==> src/rtl/dc_bu_line_window_mux_if.sv <==
// Line-window mux bus: buffer inputs, tap selects, stream controls and the
// valid/ready tap output. Optional stall_cnt under DC_BU_LWM_STALL_CNT_EN.
interface dc_bu_line_window_mux_if #(
  parameter int BITS_PER_PIXEL        = 24,
  parameter int BUFFER_NUM            = 5,
  parameter int TAP_NUM               = 4,
  parameter int PIXELS_PER_LINE_WIDTH = 12
);
  logic                                en;
  logic                                output_en;
  logic [PIXELS_PER_LINE_WIDTH-1:0]    pixels_per_line;
  logic                                next_line;
  logic [BUFFER_NUM*BITS_PER_PIXEL-1:0] buf_data;
  logic                                new_data;
  logic [TAP_NUM*BUFFER_NUM-1:0]       tap_sel;
  logic [TAP_NUM*BITS_PER_PIXEL-1:0]   taps_out;
  logic                                pixel_data_valid;
  logic                                pixel_data_ready;
  logic                                last_pixel;
  logic                                line_done;
  logic                                sel_error;
`ifdef DC_BU_LWM_STALL_CNT_EN
  logic [15:0]                         stall_cnt;
`endif

  modport master (
    output en, output_en, pixels_per_line, next_line, buf_data, new_data,
    output tap_sel, pixel_data_ready,
    input  taps_out, pixel_data_valid, last_pixel, line_done, sel_error
`ifdef DC_BU_LWM_STALL_CNT_EN
    , input stall_cnt
`endif
  );

  modport slave (
    input  en, output_en, pixels_per_line, next_line, buf_data, new_data,
    input  tap_sel, pixel_data_ready,
    output taps_out, pixel_data_valid, last_pixel, line_done, sel_error
`ifdef DC_BU_LWM_STALL_CNT_EN
    , output stall_cnt
`endif
  );
endinterface

==> src/rtl/dc_bu_line_window_mux.sv <==
// Routes line-buffer pixels onto vertical-window taps and streams one line per
// request over a valid/ready register. Optional stall counter: DC_BU_LWM_STALL_CNT_EN.
module dc_bu_line_window_mux_tap #(
  parameter int BPP = 24,
  parameter int BN  = 5
) (
  input  logic [BN*BPP-1:0] buf_data,
  input  logic [BN-1:0]     sel,
  output logic [BPP-1:0]    pix,
  output logic              bad
);
  // descending scan so the lowest set bit wins
  always_comb begin
    pix = '0;
    for (int k = BN-1; k >= 0; k--)
      if (sel[k]) pix = buf_data[k*BPP +: BPP];
    bad = (sel == '0) || ((sel & (sel - BN'(1))) != '0);
  end
endmodule

module dc_bu_line_window_mux #(
  parameter int BITS_PER_PIXEL        = 24,
  parameter int BUFFER_NUM            = 5,
  parameter int TAP_NUM               = 4,
  parameter int PIXELS_PER_LINE_WIDTH = 12
) (
  input logic                   clk,
  input logic                   nrst,
  dc_bu_line_window_mux_if.slave bus
);
  localparam int BPP = BITS_PER_PIXEL;
  localparam int BN  = BUFFER_NUM;
  localparam int TN  = TAP_NUM;
  localparam int PW  = PIXELS_PER_LINE_WIDTH;

  localparam logic [1:0] IDLE      = 2'd0;
  localparam logic [1:0] ARMED     = 2'd1;
  localparam logic [1:0] STREAM    = 2'd2;
  localparam logic [1:0] LINE_DONE = 2'd3;

  logic [1:0]        state;
  logic [PW-1:0]     cnt, ppl_r;
  logic              next_line_r;
  logic [TN*BPP-1:0] taps_q, mux;
  logic              valid_q, last_q, sel_err_q;
  logic [TN-1:0]     bad;
  logic              load, accept;

  generate
    for (genvar t = 0; t < TN; t++) begin : g_tap
      dc_bu_line_window_mux_tap #(.BPP(BPP), .BN(BN)) u_tap (
        .buf_data (bus.buf_data),
        .sel      (bus.tap_sel[t*BN +: BN]),
        .pix      (mux[t*BPP +: BPP]),
        .bad      (bad[t])
      );
    end
  endgenerate

  assign accept = valid_q && bus.pixel_data_ready;
  assign load   = (state == STREAM) && (!valid_q || bus.pixel_data_ready) && (cnt < ppl_r);

  always_ff @(posedge clk or negedge nrst) begin
    if (!nrst) begin
      state       <= IDLE;
      cnt         <= '0;
      ppl_r       <= '0;
      next_line_r <= 1'b0;
      taps_q      <= '0;
      valid_q     <= 1'b0;
      last_q      <= 1'b0;
      sel_err_q   <= 1'b0;
    end else if (bus.en) begin
      next_line_r <= bus.next_line;
      if (!bus.output_en) begin
        state     <= IDLE;
        cnt       <= '0;
        taps_q    <= '0;
        valid_q   <= 1'b0;
        last_q    <= 1'b0;
        sel_err_q <= 1'b0;
      end else begin
        case (state)
          IDLE: state <= ARMED;
          ARMED: if (bus.new_data) begin
            ppl_r <= bus.pixels_per_line;
            cnt   <= '0;
            state <= (bus.pixels_per_line == '0) ? LINE_DONE : STREAM;
          end
          STREAM: begin
            if (next_line_r) begin
              // abort: a beat taken this cycle completes, otherwise it is dropped
              state   <= ARMED;
              cnt     <= '0;
              valid_q <= 1'b0;
              last_q  <= 1'b0;
            end else if (load) begin
              taps_q  <= mux;
              valid_q <= 1'b1;
              last_q  <= ((cnt + PW'(1)) == ppl_r);
              cnt     <= cnt + PW'(1);
              if (|bad) sel_err_q <= 1'b1;
            end else begin
              if (accept) begin
                valid_q <= 1'b0;
                last_q  <= 1'b0;
              end
              if (cnt == ppl_r && (!valid_q || bus.pixel_data_ready)) state <= LINE_DONE;
            end
          end
          LINE_DONE: if (next_line_r) begin
            state <= ARMED;
            cnt   <= '0;
          end
          default: state <= IDLE;
        endcase
      end
    end
  end

  assign bus.taps_out         = taps_q;
  assign bus.pixel_data_valid = valid_q;
  assign bus.last_pixel       = last_q;
  assign bus.line_done        = (state == LINE_DONE);
  assign bus.sel_error        = sel_err_q;

`ifdef DC_BU_LWM_STALL_CNT_EN
  logic [15:0] stall_q;

  always_ff @(posedge clk or negedge nrst) begin
    if (!nrst)
      stall_q <= '0;
    else if (bus.en) begin
      if (!bus.output_en || next_line_r)
        stall_q <= '0;
      else if (valid_q && !bus.pixel_data_ready && stall_q != 16'hFFFF)
        stall_q <= stall_q + 16'd1;
    end
  end

  assign bus.stall_cnt = stall_q;
`endif
endmodule

==> src/flat_wrapper.sv <==
// flat-port wrapper written by rule: the top's interface ports become plain ports
module dc_bu_line_window_mux_flat 
#(
  parameter int BITS_PER_PIXEL        = 24,
  parameter int BUFFER_NUM            = 5,
  parameter int TAP_NUM               = 4,
  parameter int PIXELS_PER_LINE_WIDTH = 12
)
  (clk, nrst, bus_en, bus_output_en, bus_pixels_per_line, bus_next_line, bus_buf_data, bus_new_data, bus_tap_sel, bus_pixel_data_ready, bus_taps_out, bus_pixel_data_valid, bus_last_pixel, bus_line_done, bus_sel_error);
  dc_bu_line_window_mux_if #(.BITS_PER_PIXEL(BITS_PER_PIXEL), .BUFFER_NUM(BUFFER_NUM), .TAP_NUM(TAP_NUM), .PIXELS_PER_LINE_WIDTH(PIXELS_PER_LINE_WIDTH)) bus_i ();
  input logic clk;
  input logic nrst;
  input wire logic [$bits(bus_i.en)-1:0] bus_en;
  input wire logic [$bits(bus_i.output_en)-1:0] bus_output_en;
  input wire logic [$bits(bus_i.pixels_per_line)-1:0] bus_pixels_per_line;
  input wire logic [$bits(bus_i.next_line)-1:0] bus_next_line;
  input wire logic [$bits(bus_i.buf_data)-1:0] bus_buf_data;
  input wire logic [$bits(bus_i.new_data)-1:0] bus_new_data;
  input wire logic [$bits(bus_i.tap_sel)-1:0] bus_tap_sel;
  input wire logic [$bits(bus_i.pixel_data_ready)-1:0] bus_pixel_data_ready;
  output wire logic [$bits(bus_i.taps_out)-1:0] bus_taps_out;
  output wire logic [$bits(bus_i.pixel_data_valid)-1:0] bus_pixel_data_valid;
  output wire logic [$bits(bus_i.last_pixel)-1:0] bus_last_pixel;
  output wire logic [$bits(bus_i.line_done)-1:0] bus_line_done;
  output wire logic [$bits(bus_i.sel_error)-1:0] bus_sel_error;
  assign bus_i.en = bus_en;
  assign bus_i.output_en = bus_output_en;
  assign bus_i.pixels_per_line = bus_pixels_per_line;
  assign bus_i.next_line = bus_next_line;
  assign bus_i.buf_data = bus_buf_data;
  assign bus_i.new_data = bus_new_data;
  assign bus_i.tap_sel = bus_tap_sel;
  assign bus_i.pixel_data_ready = bus_pixel_data_ready;
  assign bus_taps_out = bus_i.taps_out;
  assign bus_pixel_data_valid = bus_i.pixel_data_valid;
  assign bus_last_pixel = bus_i.last_pixel;
  assign bus_line_done = bus_i.line_done;
  assign bus_sel_error = bus_i.sel_error;
  dc_bu_line_window_mux #(.BITS_PER_PIXEL(BITS_PER_PIXEL), .BUFFER_NUM(BUFFER_NUM), .TAP_NUM(TAP_NUM), .PIXELS_PER_LINE_WIDTH(PIXELS_PER_LINE_WIDTH)) u_core (.clk(clk), .nrst(nrst), .bus(bus_i));
endmodule
==> config.mk <==
export PLATFORM = sky130hd
export DESIGN_NAME = dc_bu_line_window_mux_flat
export DESIGN_NICKNAME = d
export VERILOG_FILES = /design/src/rtl/dc_bu_line_window_mux_if.sv /design/src/rtl/dc_bu_line_window_mux.sv /design/src/flat_wrapper.sv
export SDC_FILE = /design/constraint.sdc
export NUM_CORES = 1
export LEC_CHECK = 0
export ABC_CLOCK_PERIOD_IN_PS = 2500
export CORE_UTILIZATION = 45
export DETAILED_ROUTE_END_ITERATION = 8
export PLACE_DENSITY_LB_ADDON = 0.25
export SYNTH_ARGS = -nofsm -noshare
export SYNTH_HDL_FRONTEND = slang
export SYNTH_SLANG_ARGS = --single-unit
==> constraint.sdc <==
create_clock -name clk -period 2.5 [get_ports clk]
set_input_delay 0.5 -clock clk [delete_from_list [all_inputs] [get_ports clk]]
set_output_delay 0.5 -clock clk [all_outputs]
set_load 0.01 [all_outputs]
==> metrics.md, run 1 <==
| Metric | Value |
|---|---|
| Synthesis-to-finish area growth | 42.2% |
| Final hold violations | 0 |
| Yosys Warn Count | 0 |
| Antenna Violating Nets Remaining | 0 |
| Pwr Density | 548 mW/mm² |
| Row count | 53 |
| DRC | 0 |
| DP Cell Count | 1701 |
| EDFF count, synth | 0 |
| Final HPWL DP | 26200 µm |
| #FFs+latches synth | 126 |
| Syn Std Cell Area | 0.00981 mm² |
| CTS clk-pin slew, worst paths | 0.06 ns |
| Die Y | 150 µm |
| Total Neg Setup Slack | 0 ns |
| CTS Hold Bufs | 0 |
| Cts bufs inserted | 17 |
| Fmax | 0.407 GHz |
| Reg2reg path depth | 9 |
| Gr usage total | 0.339 |
| Slew Limit Fails | 0 |
| Worst R2R Setup Slack | 0.04 ns |
| Worst vdd ir | 0.000462 V |
| Critical Path Fanout Max | 7 |
| Vias | 11200 |
| Most frequent cells in the layout | clkdlybuf4s50_1 (244), nand2_1 (195), a21oi_1 (173) |
| TritonCTS clock tree | built |
| Outcome | finished clean |
| Startpoint Class | flop |
| Net Count, Synth | 1394 |
| Syn_area_per_cell | 8.05 µm² |
| Cell count after synthesis | 1219 |
| Most common cell after layout, fill and taps aside | clkdlybuf4s50_1 |
| Clock sinks | 126 |
| Static leakage | 0.00573 µW |
| Final min period | 2.46 ns |
| Layout cells sized above 1 | 0.164 |
| Sequential area share after synthesis | 0.321 |
| Grt total ovfl | 0 |
| WP data arrival | 2.77 ns |
| Initial core utilization | 0.462 |
| Hold Crit Class | in2async |
| Setup-failing EPs final | 0 |
| Largest net degree at the start of global routing | 50 |
| GPL Wtd Cong | 0.943 |
| Library cells used by synthesis | 52 |
| DRT Pass-1 Iters | 8 |
| Worst path required time | 2.81 ns |
| Final non-filler cell total | 1756 |
| Final nets | 1636 |
| Antenna violations before repair | 8 |
| H-tree depth | 4 |
| Max_slew headroom | 0.399 |
| Final WL | 39700 µm |
| Vias in the first global route | 10400 |
| Port Buf Inserts | 258 |
| Crit-path cells | inv_2 -> ha_4 -> a21o_1 -> a311o_2 -> o31ai_2 -> buf_4 -> nand2_8 -> clkbuf_16 -> a22o_1 |
| Core area | 0.0212 mm² |
| Dominant synthesized flop cell | dfrtp_1 |
| Asr flop ratio synth | 1.00 |
| Max-Cap Viols | 0 |
| Period utilization | 0.984 |
| Die ar. | 0.0224 mm² |
| Via density | 6.38 |
| WP buf/inv | 3 |
| Initial detailed-routing violation count | 1440 |
| Top-Level Pins | 259 |
| Area contributors post-synth | dfrtp_1 (32%), mux2_2 (9.6%), a21oi_1 (8.9%) |
| Yosys top cell by area | dfrtp_1 |
| Post-synth top area share | 0.321 |
| First-pass GRT wire length | 58300 µm |
| Worst r2r dst | u_core.bus.taps_out[60]$_DFFE_PN0P_ |
| Worst reg2reg path startpoint | u_core.ppl_r[9]$_DFFE_PN0P_ |
| Slew @ Worst Pin | 0.902 ns |
| CP endpoint kind | flop |
| Final Skew | 0.0112 ns |
| Root buffer cell | clkbuf_16 |
| DIE WIDTH | 150 µm |
| Wire length per cell | 22.6 µm |
| Max Root-Sink Buffers | 2 |
| CP top delay family | compound AO/OA/AOI/OAI gates |
| Crit-path slowest cell | a311o_2 |
| Worst skew pair latency | 0.44 ns |
| CP max stage delay | 0.45 ns |
| Critical path class | reg2reg |
cells in the mapped netlist, types with 2 or more instances:
cell / number
a31oi_1: 3
a32o_1: 2
inv_1: 19
and2_1: 3
mux2i_1: 2
and3_1: 2
clkbuf_1: 103
or2_2: 5
a21o_1: 3
nand4_1: 11
a22oi_1: 3
nand2b_1: 3
nor3_1: 31
o22ai_1: 4
o311ai_0: 8
a221oi_1: 25
a22o_1: 96
buf_2: 14
nand3b_1: 70
or4_1: 6
nor2b_1: 30
nor3b_1: 2
o21ai_0: 101
nand3_1: 13
dfrtp_1: 126
nor2_1: 9
ha_1: 16
a21oi_1: 175
or3_1: 2
nor4_1: 4
buf_1: 2
o31ai_1: 2
xnor2_1: 5
mux2_2: 84
o211ai_1: 13
xor2_1: 11
nand2_1: 196
timing repair:
item,4_1_cts,5_1_grt
hold endpoints to repair,0,0
setup buffers,0,6
resized for setup,1,19
endpoints found under the setup margin,5,106
gates cloned,0,10
pin swaps,0,10
worst max path at each step:
stage	end	startpoint	slack [ns]	cells past startpoint
after floorplan	u_core.bus.taps_out[0]$_DFFE_PN0P_	u_core.cnt[7]$_DFFE_PN0P_	0.16	9
after global placement	u_core.bus.last_pixel$_DFFE_PN0P_	bus_pixel_data_ready	-0.27	8
after detailed placement	u_core.bus.last_pixel$_DFFE_PN0P_	bus_pixel_data_ready	-0.33	8
after CTS	u_core.bus.taps_out[55]$_DFFE_PN0P_	u_core.ppl_r[7]$_DFFE_PN0P_	0.06	10
after global routing	u_core.bus.taps_out[60]$_DFFE_PN0P_	u_core.ppl_r[9]$_DFFE_PN0P_	-0.03	9
final	u_core.bus.taps_out[60]$_DFFE_PN0P_	u_core.ppl_r[9]$_DFFE_PN0P_	0.04	9
logic make-up after synthesis:
group | count (synthesis) | share of synthesized area
compound gates | 442 | 0.285
simple gates | 393 | 0.204
buf+inv | 139 | 0.0553
flops | 126 | 0.321
mux | 86 | 0.0984
fa+ha+maj | 17 | 0.0214
xor+xnor | 16 | 0.0143
metrics by stage:
stage / instance area [µm²] / total power (µW) / hold slack, ns / util / setup WS (ns)
final: 14000 / 7650 / 0.0634 / 0.658 / 0.0406
after global routing: 14000 / 7970 / 0.109 / 0.657 / -0.0308
after CTS: 13600 / 7400 / 0.0916 / 0.640 / 0.0590
after detailed placement: 12900 / 4660 / 0.491 / 0.610 / -0.328
after global placement: 12900 / 4620 / 0.488 / 0.610 / -0.274
after floorplan: 9810 / 3590 / 0.204 / - / 0.158
routing by layer:
layer / global-route usage / up-vias / wire length (µm)
met3: 0.0622 / 143 / 4420
met4: 0.163 / 0 / 1800
met2: 0.528 / 770 / 17900
met1: 0.451 / 5300 / 15500
met5: 0 / - / 0
li1: - / 4997 / -
power by group:
part	leakage (µW)	switching (µW)	internal, µW
clock network	0.000308	1060	1690
logic	0.00369	1280	1240
registers	0.00173	153	2230
final cells by class:
type                       instances  area (µm²)
fill                            1758        7260
multi-input combinational        955        6260
timing repair buffer             342        3470
sequential                       126        3160
clock buffer                      18         429
tap                              275         344
clock inverter                    14         205
inverter                          19        71.3
antenna                            7        17.5
registers in the layout (all words and copies together) (netlist names):
register,count
u_core.ppl_r,12
u_core.bus.sel_error,1
u_core.cnt,12
u_core.bus.pixel_data_valid,1
u_core.bus.taps_out,96
u_core.next_line_r,1
u_core.state,2
u_core.bus.last_pixel,1
Power figures use the tool's default switching activity.
==> run 2: changes to the inputs <==
--- a/config.mk
+++ b/config.mk
@@ -6,7 +6,9 @@
 export NUM_CORES = 1
 export LEC_CHECK = 0
 export ABC_CLOCK_PERIOD_IN_PS = 2500
-export CORE_UTILIZATION = 45
+export CELL_PAD_IN_SITES_DETAIL_PLACEMENT = 2
+export CELL_PAD_IN_SITES_GLOBAL_PLACEMENT = 2
+export CORE_UTILIZATION = 26
 export DETAILED_ROUTE_END_ITERATION = 8
 export PLACE_DENSITY_LB_ADDON = 0.25
 export SYNTH_ARGS = -nofsm -noshare
==> metrics.md, run 2 (synthesis gave the netlist of run 1 again) <==
| Metric | Value |
|---|---|
| Outcome | finished clean |
| Fmax | 0.406 GHz (-0.22%) |
| First-pass GRT wire length | 74900 µm (+28%) |
| Pwr Density | 535 mW/mm² (-2.3%) |
| Antenna violations before repair | 8 (unchanged) |
| Clock sinks | 126 (unchanged) |
| Setup-failing EPs final | 0 (unchanged) |
| Initial core utilization | 0.266 (-0.196) |
| Total power | 7610 µW (-0.52%) |
| Top-Level Pins | 259 (unchanged) |
| Antenna Violating Nets Remaining | 0 (unchanged) |
| Max_slew headroom | 0.537 (+0.138) |
| Max-Cap Viols | 0 (unchanged) |
| Startpoint Class | flop |
| Die Y | 196 µm (+31%) |
| Hold Crit Class | in2async |
| Final min period | 2.46 ns (+0.00539 ns) |
| H-tree depth | 4 (unchanged) |
| Wire length per cell | 25.1 µm (+11%) |
| Initial detailed-routing violation count | 481 (-67%) |
| Layout cells sized above 1 | 0.165 (+0.00148) |
| DRT Pass-1 Iters | 5 (-3) |
| Final Skew | 0.00879 ns (-0.00238 ns) |
| Static leakage | 0.00576 µW (+0.48%) |
| Gr usage total | 0.258 (-0.0802) |
| Worst R2R Setup Slack | 0.04 ns (about the same) |
| GPL Wtd Cong | 0.831 (-12%) |
| CTS clk-pin slew, worst paths | 0.06 ns (about the same) |
| Final nets | 1648 (+0.73%) |
| Worst path required time | 2.84 ns (+0.03 ns) |
| Final hold violations | 0 (unchanged) |
| Worst slack at placement | -0.374 ns (-0.0460 ns) |
| Final WL | 50000 µm (+26%) |
| Slew @ Worst Pin | 0.691 ns (-0.211 ns) |
| Period utilization | 0.986 (+0.00215) |
| Root buffer cell | clkbuf_16 |
| Grt total ovfl | 0 (unchanged) |
| CP endpoint kind | flop |
| TritonCTS clock tree | built |
| Synthesis-to-finish area growth | 44.8% |
| Final worst setup slack | 0.0353 ns (-0.00539 ns) |
| Port Buf Inserts | 258 (unchanged) |
| DRC | 0 (unchanged) |
| Cts bufs inserted | 17 (unchanged) |
| Worst skew pair latency | 0.45 ns (about the same) |
| Worst vdd ir | 0.000518 V (+12%) |
| Vias | 11000 (-2.0%) |
| Critical path class | reg2reg |
| Die ar. | 0.0385 mm² (+72%) |
| Core area | 0.0369 mm² (+74%) |
| Vias in the first global route | 12100 (+16%) |
| Most common cell after layout, fill and taps aside | clkdlybuf4s50_1 |
| Critical Path Fanout Max | 15 (+8) |
| Slew Limit Fails | 0 (unchanged) |
| WP data arrival | 2.81 ns (+0.04 ns) |
| CTS Hold Bufs | 0 (unchanged) |
| Largest net degree at the start of global routing | 51 (+2.0%) |
| Placement Cell Area | 0.0134 mm² (+3.4%) |
| Most frequent cells in the layout | clkdlybuf4s50_1 (242), nand2_1 (195), a21oi_1 (173) |
| Row count | 70 (+32%) |
| Via density | 5.51 (-14%) |
| Largest register FFs | 96 (unchanged) |
| Final Cell Area | 0.0142 mm² (+1.8%) |
| DIE WIDTH | 196 µm (+31%) |
| Max Root-Sink Buffers | 2 (unchanged) |
| Final HPWL DP | 35400 µm (+35%) |
run 2: repair_timing:
action / 4_1_cts / 5_1_grt
endpoints found under the setup margin: 110 / 45
endpoints found under the hold margin: 0 / 0
pin swaps: 4 / 5
gates cloned: 1 / 3
buffers inserted: 5 / 1
gates resized for setup: 10 / 5
run 2: layout make-up:
cell class / instances / area (µm²)
clock inverters: 11 / 116
fillers: 4069 / 22700
clock buffers: 20 / 467
well taps: 504 / 631
flip-flops and latches: 126 / 3150
multi-input cells: 954 / 6200
diodes: 6 / 15.0
repair buffers: 355 / 3560
inverters: 19 / 71.3
run 2: critical path, stage by stage (launching register included):
cell,delay (ns)
dfrtp_1,0.44
ha_1,0.31
nor2b_1,0.13
o21bai_1,0.21
a21oi_2,0.11
buf_4,0.16
o31ai_1,0.22
buf_4,0.17
nand2_8,0.12
clkbuf_16,0.22
a22o_1,0.24
run 2: per-layer routing:
metal  global-route usage  wire [µm]
met5                    0         27
met4               0.0883       1140
met3               0.0395       1880
met2                0.434      24000
met1                0.336      23000
run 2: power breakdown:
part | internal, µW | leakage, µW | switching, µW | total [µW]
combinational | 1280 | 0.00374 | 1370 | 2650
sequential | 2220 | 0.00173 | 141 | 2370
clock | 1530 | 0.000283 | 1060 | 2590
total | 5030 | 0.00576 | 2570 | 7610
run 2: path summary, 6_finish.rpt:
check	start	end	cells past startpoint
max reg2reg	u_core.cnt[1]$_DFFE_PN0P_	u_core.bus.taps_out[38]$_DFFE_PN0P_	10
min	nrst	u_core.bus.taps_out[35]$_DFFE_PN0P_	1
max in group asynchronous	nrst	u_core.bus.taps_out[29]$_DFFE_PN0P_	2
min reg2reg	u_core.bus.taps_out[36]$_DFFE_PN0P_	u_core.bus.taps_out[36]$_DFFE_PN0P_	1
min in group clk	u_core.bus.taps_out[36]$_DFFE_PN0P_	u_core.bus.taps_out[36]$_DFFE_PN0P_	1
max	u_core.cnt[1]$_DFFE_PN0P_	u_core.bus.taps_out[38]$_DFFE_PN0P_	10
run 2: per-stage QoR:
step                hold WS (ns)   util  setup TNS, ns  cells
CTS                       0.0210  0.382              0   1985
global placement           0.485  0.363         -23.42   1948
detailed placement         0.491  0.363         -27.82   1948
global route              0.0437  0.385         -0.463   1993
floorplan                  0.204      -              0   1219
finish                    0.0105  0.385              0   1995
==> run 3: changes to the inputs <==
--- a/config.mk
+++ b/config.mk
@@ -6,11 +6,11 @@
 export NUM_CORES = 1
 export LEC_CHECK = 0
 export ABC_CLOCK_PERIOD_IN_PS = 2500
-export CELL_PAD_IN_SITES_DETAIL_PLACEMENT = 2
-export CELL_PAD_IN_SITES_GLOBAL_PLACEMENT = 2
-export CORE_UTILIZATION = 26
+export CORE_UTILIZATION = 45
+export CTS_BUF_LIST = sky130_fd_sc_hd__clkbuf_4 sky130_fd_sc_hd__clkbuf_8 sky130_fd_sc_hd__clkbuf_16
 export DETAILED_ROUTE_END_ITERATION = 8
 export PLACE_DENSITY_LB_ADDON = 0.25
 export SYNTH_ARGS = -nofsm -noshare
 export SYNTH_HDL_FRONTEND = slang
 export SYNTH_SLANG_ARGS = --single-unit
+export TNS_END_PERCENT = 1
==> metrics.md, run 3 (synthesis gave the netlist of run 1 again) <==
| Metric | Value |
|---|---|
| Hold Crit Class | in2async |
| Vias | 10900 (-0.84%) |
| Most frequent cells in the layout | clkdlybuf4s50_1 (244), nand2_1 (195), a21oi_1 (174) |
| Gr usage total | 0.339 (+0.0803) |
| Total power | 7490 µW (-1.5%) |
| Wire length per cell | 21.6 µm (-14%) |
| Final nets | 1622 (-1.6%) |
| Vias in the first global route | 10400 (-14%) |
| GPL Wtd Cong | 0.943 (+13%) |
| First-pass GRT wire length | 58300 µm (-22%) |
| Fmax | 0.410 GHz (+1.0%) |
| Final non-filler cell total | 1741 (-13%) |
| Worst vdd ir | 0.000468 V (-9.7%) |
| Crit-path cells | inv_1 -> ha_1 -> nand4_1 -> a31oi_1 -> a311o_2 -> or3_1 -> o311ai_0 |
| Final WL | 37700 µm (-25%) |
| Worst slack at placement | -0.328 ns (+0.0460 ns) |
| Crit-path slowest cell | or3_1 |
| Clock sinks | 126 (unchanged) |
| Port Buf Inserts | 258 (unchanged) |
| Initial detailed-routing violation count | 1201 (+150%) |
| Worst skew pair latency | 0.44 ns (about the same) |
| TritonCTS clock tree | built |
| Static leakage | 0.00562 µW (-2.4%) |
| Critical path class | reg2reg |
| Pwr Density | 548 mW/mm² (+2.4%) |
| Root buffer cell | clkbuf_16 |
| Final min period | 2.44 ns (-0.0253 ns) |
| Top-Level Pins | 259 (unchanged) |
| DP Cell Count | 1701 (-13%) |
| Core area | 0.0212 mm² (-42%) |
| WP data arrival | 2.75 ns (-0.06 ns) |
| Period utilization | 0.976 (-0.0101) |
| Final HPWL DP | 26200 µm (-26%) |
| Crit path from | u_core.ppl_r[10]$_DFFE_PN0P_ |
| Layout cells sized above 1 | 0.149 (-0.0157) |
| CP endpoint kind | flop |
| Final Skew | 0.0132 ns (+0.00445 ns) |
| Worst reg2reg path startpoint | u_core.ppl_r[10]$_DFFE_PN0P_ |
| Startpoint Class | flop |
| Synthesis-to-finish area growth | 39.2% |
| Via density | 6.26 (+14%) |
| Outcome | finished clean |
| H-tree depth | 4 (unchanged) |
| DIE WIDTH | 150 µm (-24%) |
| Critical Path Fanout Max | 6 (-9) |
| DRC | 0 (unchanged) |
| Final hold violations | 0 (unchanged) |
| Final worst setup slack | 0.0606 ns (+0.0253 ns) |
| Row count | 53 (-24%) |
| Slew Limit Fails | 0 (unchanged) |
| Max_slew headroom | 0.386 (-0.152) |
| Die ar. | 0.0224 mm² (-42%) |
| Largest net degree at the start of global routing | 50 (-2.0%) |
| CP max stage delay | 0.51 ns (+0.07 ns) |
| Die Y | 150 µm (-24%) |
| Slew @ Worst Pin | 0.922 ns (+0.230 ns) |
| Setup-failing EPs final | 0 (unchanged) |
| Grt total ovfl | 0 (unchanged) |
| Largest register FFs | 96 (unchanged) |
| Worst path required time | 2.81 ns (-0.03 ns) |
| Max-Cap Viols | 0 (unchanged) |
| CTS clk-pin slew, worst paths | 0.07 ns (about the same) |
| Max Root-Sink Buffers | 2 (unchanged) |
| Antenna Violating Nets Remaining | 0 (unchanged) |
| DRT Pass-1 Iters | 8 (+3) |
| Cts bufs inserted | 17 (unchanged) |
| Antenna violations before repair | 8 (unchanged) |
| Initial core utilization | 0.462 (+0.196) |
| Hold Slack | 0.0576 ns (+0.0470 ns) |
| Most common cell after layout, fill and taps aside | clkdlybuf4s50_1 |
==> run 3: cell types whose count changed in the layout (fill, tap and decap cells not counted), moves of 3 or more <==
cell,change
clkbuf_16,-3
o311ai_1,-3
clkinv_2,-4
o311ai_0,+3
inv_6,+4
clkbuf_8,-3
buf_16,-3
buf_4,-19
==> run 3: routing by layer <==
metal  global-route usage  vias to the layer above  wire length, µm
met5                    0                        -                0
met4                0.163                        0             1520
met3               0.0622                      117             3770
met2                0.528                      692            17200
met1                0.451                     5126            15200
li1                     -                     4956                -
==> run 3: critical path, delay by kind of cell (launching register included) <==
family / cells / cell delay [ns]
simple gates: 2 / 0.65
flops: 1 / 0.38
fa+ha+maj: 1 / 0.32
compound gates: 3 / 0.90
buf+inv: 1 / 0.06
==> run 3: worst paths after layout <==
kind	endpoint	slack, ns	cells past startpoint
max reg2reg	u_core.cnt[5]$_DFFE_PN0P_	0.06	7
min reg2reg	u_core.bus.taps_out[19]$_DFFE_PN0P_	0.50	1
max in group asynchronous	u_core.bus.taps_out[61]$_DFFE_PN0P_	1.74	2
min	u_core.bus.taps_out[82]$_DFFE_PN0P_	0.06	1
min in group clk	u_core.bus.taps_out[19]$_DFFE_PN0P_	0.50	1
max	u_core.cnt[5]$_DFFE_PN0P_	0.06	7
==> run 3: area by class of cell <==
| class | instances | area [µm²] |
|---|---|---|
| Clock inverter | 14 | 205 |
| Antenna cell | 6 | 15.0 |
| Inverter | 19 | 71.3 |
| Multi-Input combinational cell | 954 | 6170 |
| Timing Repair Buffer | 329 | 3260 |
| Fill cell | 1805 | 7560 |
| Clock buffer | 18 | 433 |
| Tap cell | 275 | 344 |
| Sequential cell | 126 | 3150 |
==> run 3: per-stage QoR <==
| step | utilization | TNS, ns | instance area [µm²] |
|---|---|---|---|
| global route | 0.643 | -1.80 | 13700 |
| floorplan | - | 0 | 9810 |
| finish | 0.644 | 0 | 13700 |
| detailed placement | 0.610 | -24.58 | 12900 |
| CTS | 0.640 | 0 | 13600 |
| global placement | 0.610 | -19.04 | 12900 |
==> run 3: power breakdown <==
| group | internal [µW] | switching [µW] | total (µW) |
|---|---|---|---|
| Clock | 1700 | 1060 | 2760 |
| Sequential | 2220 | 153 | 2380 |
| Combinational | 1160 | 1200 | 2350 |
==> run 3: timing repair <==
action,4_1_cts,5_1_grt
setup buffers,0,2
gates resized for setup,1,7
pin swaps,0,3
setup endpoints to repair,5,106
hold buffers,0,0
